--- config.mk ---
export PLATFORM = sky130hd
export DESIGN_NAME = adc_scheduler_flat
export DESIGN_NICKNAME = d
export VERILOG_FILES = /design/src/rtl/adc_sched_pkg.sv /design/src/rtl/adc_scheduler_if.sv /design/src/rtl/adc_sched_arb.sv /design/src/rtl/adc_scheduler.sv /design/src/flat_wrapper.sv
export SDC_FILE = /design/constraint.sdc
export NUM_CORES = 1
export LEC_CHECK = 0
export ABC_AREA = 1
export CAP_MARGIN = 20
export CORE_ASPECT_RATIO = 2
export CORE_MARGIN = 2
export CORE_UTILIZATION = 63
export DETAILED_ROUTE_END_ITERATION = 8
export DONT_BUFFER_PORTS = 1
export HOLD_SLACK_MARGIN = 0.05
export PLACE_DENSITY = 0.85
export SETUP_SLACK_MARGIN = 0.4
export SYNTH_ARGS = -nofsm -noshare
export SYNTH_HDL_FRONTEND = slang
export SYNTH_SLANG_ARGS = --single-unit
--- constraint.sdc ---
create_clock -name clk -period 6 [get_ports clk]
set_input_delay 1.8 -clock clk [delete_from_list [all_inputs] [get_ports clk]]
set_output_delay 1.8 -clock clk [all_outputs]
set_load 0.01 [all_outputs]
--- src/rtl/adc_sched_pkg.sv ---
// adc_sched_pkg: state encoding, channel indices and frame bit-window timing
// shared by the ADC scheduler, its arbiter and its requester interface.
package adc_sched_pkg;

    typedef enum logic {
        S_IDLE  = 1'b0,
        S_FRAME = 1'b1
    } state_e;

    localparam int unsigned N_CH     = 4;
    localparam int unsigned SAMPLE_W = 12;

    localparam int unsigned CH_VCAP = 0;
    localparam int unsigned CH_ICAP = 1;
    localparam int unsigned CH_VOUT = 2;
    localparam int unsigned CH_IOUT = 3;

    localparam logic [4:0] FIRST_BIT_CYC = 5'd2;
    localparam logic [4:0] LAST_BIT_CYC  = 5'd13;
    localparam logic [4:0] VALID_CYC     = 5'd14;

endpackage

--- src/rtl/adc_scheduler_if.sv ---
// adc_scheduler_if: requester-facing bus of adc_scheduler (level requests,
// grant pulses, tagged conversion results, busy).
interface adc_scheduler_if
    import adc_sched_pkg::*;
#(
    parameter int unsigned N_REQ = 3,
    parameter int unsigned TAG_W = 2
);
    logic [N_REQ-1:0]    req;
    logic [N_REQ-1:0]    gnt;
    logic                rsp_valid;
    logic [TAG_W-1:0]    rsp_tag;
    logic [SAMPLE_W-1:0] rsp_vcap;
    logic [SAMPLE_W-1:0] rsp_icap;
    logic [SAMPLE_W-1:0] rsp_vout;
    logic [SAMPLE_W-1:0] rsp_iout;
    logic                busy;

    modport master (
        output req,
        input  gnt, rsp_valid, rsp_tag, rsp_vcap, rsp_icap, rsp_vout, rsp_iout, busy
    );

    modport slave (
        input  req,
        output gnt, rsp_valid, rsp_tag, rsp_vcap, rsp_icap, rsp_vout, rsp_iout, busy
    );
endinterface

--- src/rtl/adc_sched_arb.sv ---
// adc_sched_arb: frame-boundary winner selection. Index 0 always wins; with
// ADC_SCHED_RR_EN defined, indices 1..N_REQ-1 share a round-robin pointer.
module adc_sched_arb #(
    parameter int unsigned N_REQ = 3,
    parameter int unsigned TAG_W = 2
) (
    input  logic             clk,
    input  logic             reset,
    input  logic [N_REQ-1:0] eff_req,
    input  logic             advance,
    output logic [TAG_W-1:0] winner
);
    logic             found;
    logic [N_REQ-1:0] req_sh;

`ifdef ADC_SCHED_RR_EN
    logic [TAG_W-1:0] ptr_q, ptr_d;

    // Two passes over 1..N_REQ-1: first from the pointer upward, then the wrap.
    always_comb begin
        winner = '0;
        found  = eff_req[0];
        req_sh = '0;
        for (int unsigned j = 1; j < N_REQ; j++) begin
            req_sh = eff_req >> j;
            if (!found && req_sh[0] && j >= 32'(ptr_q)) begin
                winner = TAG_W'(j);
                found  = 1'b1;
            end
        end
        for (int unsigned j = 1; j < N_REQ; j++) begin
            req_sh = eff_req >> j;
            if (!found && req_sh[0] && j < 32'(ptr_q)) begin
                winner = TAG_W'(j);
                found  = 1'b1;
            end
        end
    end

    always_comb begin
        ptr_d = ptr_q;
        if (advance && winner != '0)
            ptr_d = (32'(winner) == N_REQ - 1) ? TAG_W'(1) : winner + TAG_W'(1);
    end

    always_ff @(posedge clk or posedge reset) begin
        if (reset) ptr_q <= TAG_W'(1);
        else       ptr_q <= ptr_d;
    end
`else
    logic unused_rr;
    assign unused_rr = ^{clk, reset, advance};

    always_comb begin
        winner = '0;
        found  = 1'b0;
        req_sh = '0;
        for (int unsigned j = 0; j < N_REQ; j++) begin
            req_sh = eff_req >> j;
            if (!found && req_sh[0]) begin
                winner = TAG_W'(j);
                found  = 1'b1;
            end
        end
    end
`endif

endmodule

--- src/rtl/adc_scheduler.sv ---
// adc_scheduler: shares the two dual-channel serial ADCs between requesters,
// frames ad_cs, deserialises four 12-bit lanes. Optional macro: ADC_SCHED_RR_EN.
module adc_scheduler
    import adc_sched_pkg::*;
#(
    parameter int unsigned N_REQ      = 3,
    parameter int unsigned TAG_W      = 2,
    parameter int unsigned ADC_CYCLES = 16
) (
    input  logic                  clk,
    input  logic                  reset,
    input  logic                  enable,
    input  logic                  loop_mode,
    adc_scheduler_if.slave        bus,
    output logic                  ad_cs,
    input  logic [1:0]            ad_sdata_a,
    input  logic [1:0]            ad_sdata_b
);
    localparam logic [4:0] LAST_CYC = 5'(ADC_CYCLES - 1);

    state_e                          state_q, state_d;
    logic [4:0]                      f_q, f_d;
    logic [TAG_W-1:0]                tag_q, tag_d;
    logic [TAG_W-1:0]                rsp_tag_q, rsp_tag_d;
    logic [N_REQ-1:0]                gnt_q, gnt_d;
    logic                            cs_q, cs_d;
    logic                            valid_q, valid_d;
    logic [N_CH-1:0][SAMPLE_W-1:0]   sh_q, sh_d;
    logic [N_CH-1:0][SAMPLE_W-1:0]   hold_q, hold_d;
    logic [N_REQ-1:0]                eff_req;
    logic [TAG_W-1:0]                winner;
    logic                            start;

    assign eff_req = bus.req | N_REQ'(loop_mode);
    assign start   = enable && (|eff_req) &&
                     (state_q == S_IDLE || (state_q == S_FRAME && f_q == LAST_CYC));

    adc_sched_arb #(
        .N_REQ (N_REQ),
        .TAG_W (TAG_W)
    ) u_arb (
        .clk     (clk),
        .reset   (reset),
        .eff_req (eff_req),
        .advance (start),
        .winner  (winner)
    );

    always_comb begin
        state_d   = state_q;
        f_d       = f_q;
        tag_d     = tag_q;
        rsp_tag_d = rsp_tag_q;
        gnt_d     = '0;
        cs_d      = 1'b0;
        valid_d   = 1'b0;
        sh_d      = sh_q;
        hold_d    = hold_q;

        if (state_q == S_FRAME) begin
            f_d = f_q + 5'd1;
            if (f_q >= FIRST_BIT_CYC && f_q <= LAST_BIT_CYC) begin
                sh_d[CH_VCAP] = {sh_q[CH_VCAP][SAMPLE_W-2:0], ad_sdata_b[1]};
                sh_d[CH_ICAP] = {sh_q[CH_ICAP][SAMPLE_W-2:0], ad_sdata_b[0]};
                sh_d[CH_VOUT] = {sh_q[CH_VOUT][SAMPLE_W-2:0], ad_sdata_a[1]};
                sh_d[CH_IOUT] = {sh_q[CH_IOUT][SAMPLE_W-2:0], ad_sdata_a[0]};
            end
            // Hold loads from the post-shift value so results are visible with rsp_valid.
            if (f_q == VALID_CYC - 5'd1) begin
                hold_d    = sh_d;
                valid_d   = 1'b1;
                rsp_tag_d = tag_q;
            end
            if (f_q == LAST_CYC) begin
                f_d = '0;
                if (!start) state_d = S_IDLE;
            end
        end

        if (start) begin
            state_d = S_FRAME;
            f_d     = '0;
            tag_d   = winner;
            gnt_d   = N_REQ'(1) << winner;
            cs_d    = 1'b1;
        end
    end

    always_ff @(posedge clk or posedge reset) begin
        if (reset) begin
            state_q   <= S_IDLE;
            f_q       <= '0;
            tag_q     <= '0;
            rsp_tag_q <= '0;
            gnt_q     <= '0;
            cs_q      <= 1'b0;
            valid_q   <= 1'b0;
            sh_q      <= '0;
            hold_q    <= '0;
        end else begin
            state_q   <= state_d;
            f_q       <= f_d;
            tag_q     <= tag_d;
            rsp_tag_q <= rsp_tag_d;
            gnt_q     <= gnt_d;
            cs_q      <= cs_d;
            valid_q   <= valid_d;
            sh_q      <= sh_d;
            hold_q    <= hold_d;
        end
    end

    assign ad_cs         = cs_q;
    assign bus.gnt       = gnt_q;
    assign bus.rsp_valid = valid_q;
    assign bus.rsp_tag   = rsp_tag_q;
    assign bus.rsp_vcap  = hold_q[CH_VCAP];
    assign bus.rsp_icap  = hold_q[CH_ICAP];
    assign bus.rsp_vout  = hold_q[CH_VOUT];
    assign bus.rsp_iout  = hold_q[CH_IOUT];
    assign bus.busy      = (state_q == S_FRAME);

endmodule
--- src/flat_wrapper.sv ---
// flat-port wrapper written by rule: the top's interface ports become plain ports
module adc_scheduler_flat import adc_sched_pkg::*;
#(
    parameter int unsigned N_REQ      = 3,
    parameter int unsigned TAG_W      = 2,
    parameter int unsigned ADC_CYCLES = 16
)
  (clk, reset, enable, loop_mode, ad_cs, ad_sdata_a, ad_sdata_b, bus_req, bus_gnt, bus_rsp_valid, bus_rsp_tag, bus_rsp_vcap, bus_rsp_icap, bus_rsp_vout, bus_rsp_iout, bus_busy);
  adc_scheduler_if #(.N_REQ(N_REQ), .TAG_W(TAG_W)) bus_i ();
  input  logic clk;
  input  logic reset;
  input  logic enable;
  input  logic loop_mode;
  output logic ad_cs;
  input  logic [1:0] ad_sdata_a;
  input  logic [1:0] ad_sdata_b;
  input wire logic [$bits(bus_i.req)-1:0] bus_req;
  output wire logic [$bits(bus_i.gnt)-1:0] bus_gnt;
  output wire logic [$bits(bus_i.rsp_valid)-1:0] bus_rsp_valid;
  output wire logic [$bits(bus_i.rsp_tag)-1:0] bus_rsp_tag;
  output wire logic [$bits(bus_i.rsp_vcap)-1:0] bus_rsp_vcap;
  output wire logic [$bits(bus_i.rsp_icap)-1:0] bus_rsp_icap;
  output wire logic [$bits(bus_i.rsp_vout)-1:0] bus_rsp_vout;
  output wire logic [$bits(bus_i.rsp_iout)-1:0] bus_rsp_iout;
  output wire logic [$bits(bus_i.busy)-1:0] bus_busy;
  assign bus_i.req = bus_req;
  assign bus_gnt = bus_i.gnt;
  assign bus_rsp_valid = bus_i.rsp_valid;
  assign bus_rsp_tag = bus_i.rsp_tag;
  assign bus_rsp_vcap = bus_i.rsp_vcap;
  assign bus_rsp_icap = bus_i.rsp_icap;
  assign bus_rsp_vout = bus_i.rsp_vout;
  assign bus_rsp_iout = bus_i.rsp_iout;
  assign bus_busy = bus_i.busy;
  adc_scheduler #(.N_REQ(N_REQ), .TAG_W(TAG_W), .ADC_CYCLES(ADC_CYCLES)) u_core (.clk(clk), .reset(reset), .enable(enable), .loop_mode(loop_mode), .bus(bus_i), .ad_cs(ad_cs), .ad_sdata_a(ad_sdata_a), .ad_sdata_b(ad_sdata_b));
endmodule
==> impl_metrics.py <==
metrics = {
    "routing": {
        "wl_met3_um": 690,
        "drt-total-wl_um": 11760,
        "post_drt_via_cell_ratio": 5.942,
        "wl_met1_um": 4470,
        "wl_met2_um": 6295,
        "avgRoutedWirePerCell_um": 16.16,
        "vias": 4326,
        "drcViolationCount": 0,
        "dr.pass1.iters": 6,
        "drtIter0Drc": 614,
        "dr.max_layer_used": "met4",
        "antenna_left": 0,
    },
    "place": {
        "place_ws_ps": 2430,
        "place.gp.congestion": 0.8373,
        "portBuffers": 0,
        "dp_hpwl_um": 7000,
        "place_area_um2": 5132,
    },
    "timing": {
        "fin_tns_setup_ps": 0,
        "setup_viol_count_final": 0,
        "setup_ws_ps": 2247,
        "hold_violations": 0,
        "maxSlewViolCount": 0,
        "worst_pin_slew_ps": 1054,
        "maxSlewHeadroom_pct": 29.63,
        "rsz0062_at_grt": "false",
        "fmax_mhz": 266.4,
        "final.min_clock_period_ps": 3753,
        "fin_skew_ps": 5.450,
        "period_share_pct": 62.55,
    },
    "floorplan": {
        "coreArea_um2": 8174,
        "row_count": 47,
        "start_util_pct": 63.74,
        "die_w_um": 68.31,
        "ioPinCount": 67,
        "die_y_um": 132.6,
        "dieArea_um2": 9058,
    },
    "yosys": {
        "ys_seq_area_share_pct": 53.31,
        "ys_ff_latch": 111,
        "syn-num-nets": 667,
        "avgSynthCellArea_um2": 7.979,
        "synthTopCellsByArea": "dfrtp_1 (53%), nand2_1 (19%), nand3_1 (9.4%)",
        "syn_inst": 653,
        "syn_area_um2": 5210,
        "synth_cell_types": 23,
        "yosysTopAreaCell": "dfrtp_1",
        "yosys_warnings": 0,
        "synth.top_cell.area_share_pct": 53.31,
    },
    "power_and_ir_drop": {
        "power.density_nw_per_um2": 606.9,
        "p_leak_uw": 0.002913,
        "finalPower_uw": 3301,
        "irDropWorstVdd_uv": 316.1,
    },
    "cts": {
        "root_buffer": "clkbuf_16",
        "cts_buffers": 9,
        "htree_num_levels": 3,
        "cts_tree": "built",
        "clk_latency_ps": 350,
        "cts_sinks": 111,
        "cts_resized": 0,
        "ctsHoldBuffers": 0,
        "clockBufferDepth": 2,
        "post_cts_buffers": 0,
        "clk_pin_slew_worst_paths_ps": 70,
    },
    "global_routing": {
        "grt_start_max_net_pins": 76,
        "grt_pass1_wl_um": 19550,
        "grt_pass1_vias": 4304,
        "antenna_found_initial": 0,
        "grt-ovfl-total": 0,
        "grt_use_total_pct": 27.92,
    },
    "setup_path": {
        "endpoint_kind": "register",
        "crit_chain": "inv_2 -> nand3_2 -> nand3_2 -> nand2_1 -> nand3_1 -> nand2_1",
        "worstSetupPathType": "reg2reg",
        "worstPathMaxFanout": 52,
        "cp.arrival_ps": 3990,
        "cp-start-kind": "register",
        "max_stage_delay_ps": 1110,
        "cp.required_ps": 6240,
        "crit_slowest_cell": "nand3_2",
    },
    "finish": {
        "fillers": 648,
        "fin_nets": 639,
        "diodes": 0,
        "postLayoutCellArea_um2": 5439,
        "area_growth_pct": 4.395,
        "post_route_cells_drive_above_1_share_pct": 4.603,
    },
    "flow_run": {
        "max-cap-violations": 0,
    },
    "outcome": {
        "status": "finished clean",
    },
    "min_path": {
        "hp-class": "reg2reg",
    },
}
cells in the mapped netlist:
library cell,n
nand2_1,261
dfrtp_1,111
nand3_1,98
inv_1,63
nand4_1,49
buf_2,16
clkbuf_1,14
nor2_1,7
buf_1,5
o21ai_0,5
buf_6,4
ha_1,3
buf_4,2
inv_2,2
nand2_2,2
nand3_2,2
o22ai_1,2
xor2_1,2
a21oi_1,1
a31oi_1,1
buf_8,1
nor2_2,1
nor3_4,1
routing by layer:
metal,global-route usage [%],vias to the layer above
met2,45.63,186
met5,0,-
met4,14.78,0
met1,35.25,2080
met3,3.231,26
li1,-,2034
critical path: cells and delay by family, from the launching register on:
family                 cells  cell delay, ps
AND/OR/NAND/NOR            5            2520
buffers and inverters      1             670
flip-flops                 1             420
state kept, by name, indices dropped and copies added (netlist names):
signal and cells:
u_core.ad_cs 1, u_core.bus.busy 1, u_core.bus.gnt 3, u_core.bus.rsp_icap 12, u_core.bus.rsp_iout 12, u_core.bus.rsp_tag 2, u_core.bus.rsp_valid 1, u_core.bus.rsp_vcap 12
u_core.bus.rsp_vout 12, u_core.f_q 5, u_core.sh_q 48, u_core.tag_q 2
power by group:
group | switching [uW] | total (uW) | internal, uW
sequential | 344 | 1460 | 1120
clock | 279 | 616 | 338
combinational | 817 | 1220 | 407
metrics by stage:
step	utilization, %	std cells	hold slack (ps)
finish	66.54	728	480.1
global route	66.54	728	492.9
CTS	66.54	728	483.4
detailed placement	62.79	712	465.1
global placement	62.79	712	459.7
floorplan	-	653	449.1
cell families (layout without fill, tap and decap cells):
family	Yosys count	in the layout	synth area share, %
flops	111	111	53.31
compound gates	9	9	0.9365
xor+xnor	2	2	0.3363
simple gates	421	421	35.66
buf+inv	107	84	9.030
fa+ha+maj	3	3	0.7205
cell usage in the layout, fill, tap and decap left out:
master,Yosys,routed
nand2_1,261,261
dfrtp_1,111,110
nand3_1,98,98
inv_1,63,62
nand4_1,49,49
clkbuf_16,0,9
nor2_1,7,7
o21ai_0,5,5
ha_1,3,3
buf_4,2,3
inv_2,2,2
nand3_2,2,2
nand2_2,2,2
o22ai_1,2,2
xor2_1,2,2
inv_6,0,2
clkinvlp_4,0,2
nor2_2,1,1
nor3_4,1,1
a31oi_1,1,1
inv_4,0,1
a21oi_1,1,1
clkbuf_8,0,1
clkinv_2,0,1
bufinv_16,0,1
dfrtp_2,0,1
final timing paths:
kind | endpoint | slack [ps] | startpoint | depth (start not counted)
min in group asynchronous | u_core.bus.gnt[2]$_DFF_PP0_ | 1500 | reset | 1
min | u_core.sh_q[24]$_DFFE_PP0P_ | 480 | u_core.sh_q[24]$_DFFE_PP0P_ | 2
max in group asynchronous | u_core.bus.rsp_icap[9]$_DFFE_PP0P_ | 3470 | reset | 2
max reg2reg | u_core.sh_q[7]$_DFFE_PP0P_ | 2250 | u_core.f_q[4]$_DFFE_PP0P_ | 6
max | u_core.sh_q[7]$_DFFE_PP0P_ | 2250 | u_core.f_q[4]$_DFFE_PP0P_ | 6
min reg2reg | u_core.sh_q[24]$_DFFE_PP0P_ | 480 | u_core.sh_q[24]$_DFFE_PP0P_ | 2
cell type report:
cell class	instances	area (um2)	share of cell area, %
Tap cell	98	122.6	2.254
Clock inverter	6	67.56	1.242
Sequential cell	111	2779	51.09
Inverter	65	246.5	4.532
Clock buffer	10	239.0	4.394
Timing Repair Buffer	3	22.52	0.4141
Multi-Input combinational cell	435	1962	36.07
Note: power is estimated with default switching activity, not from simulation.
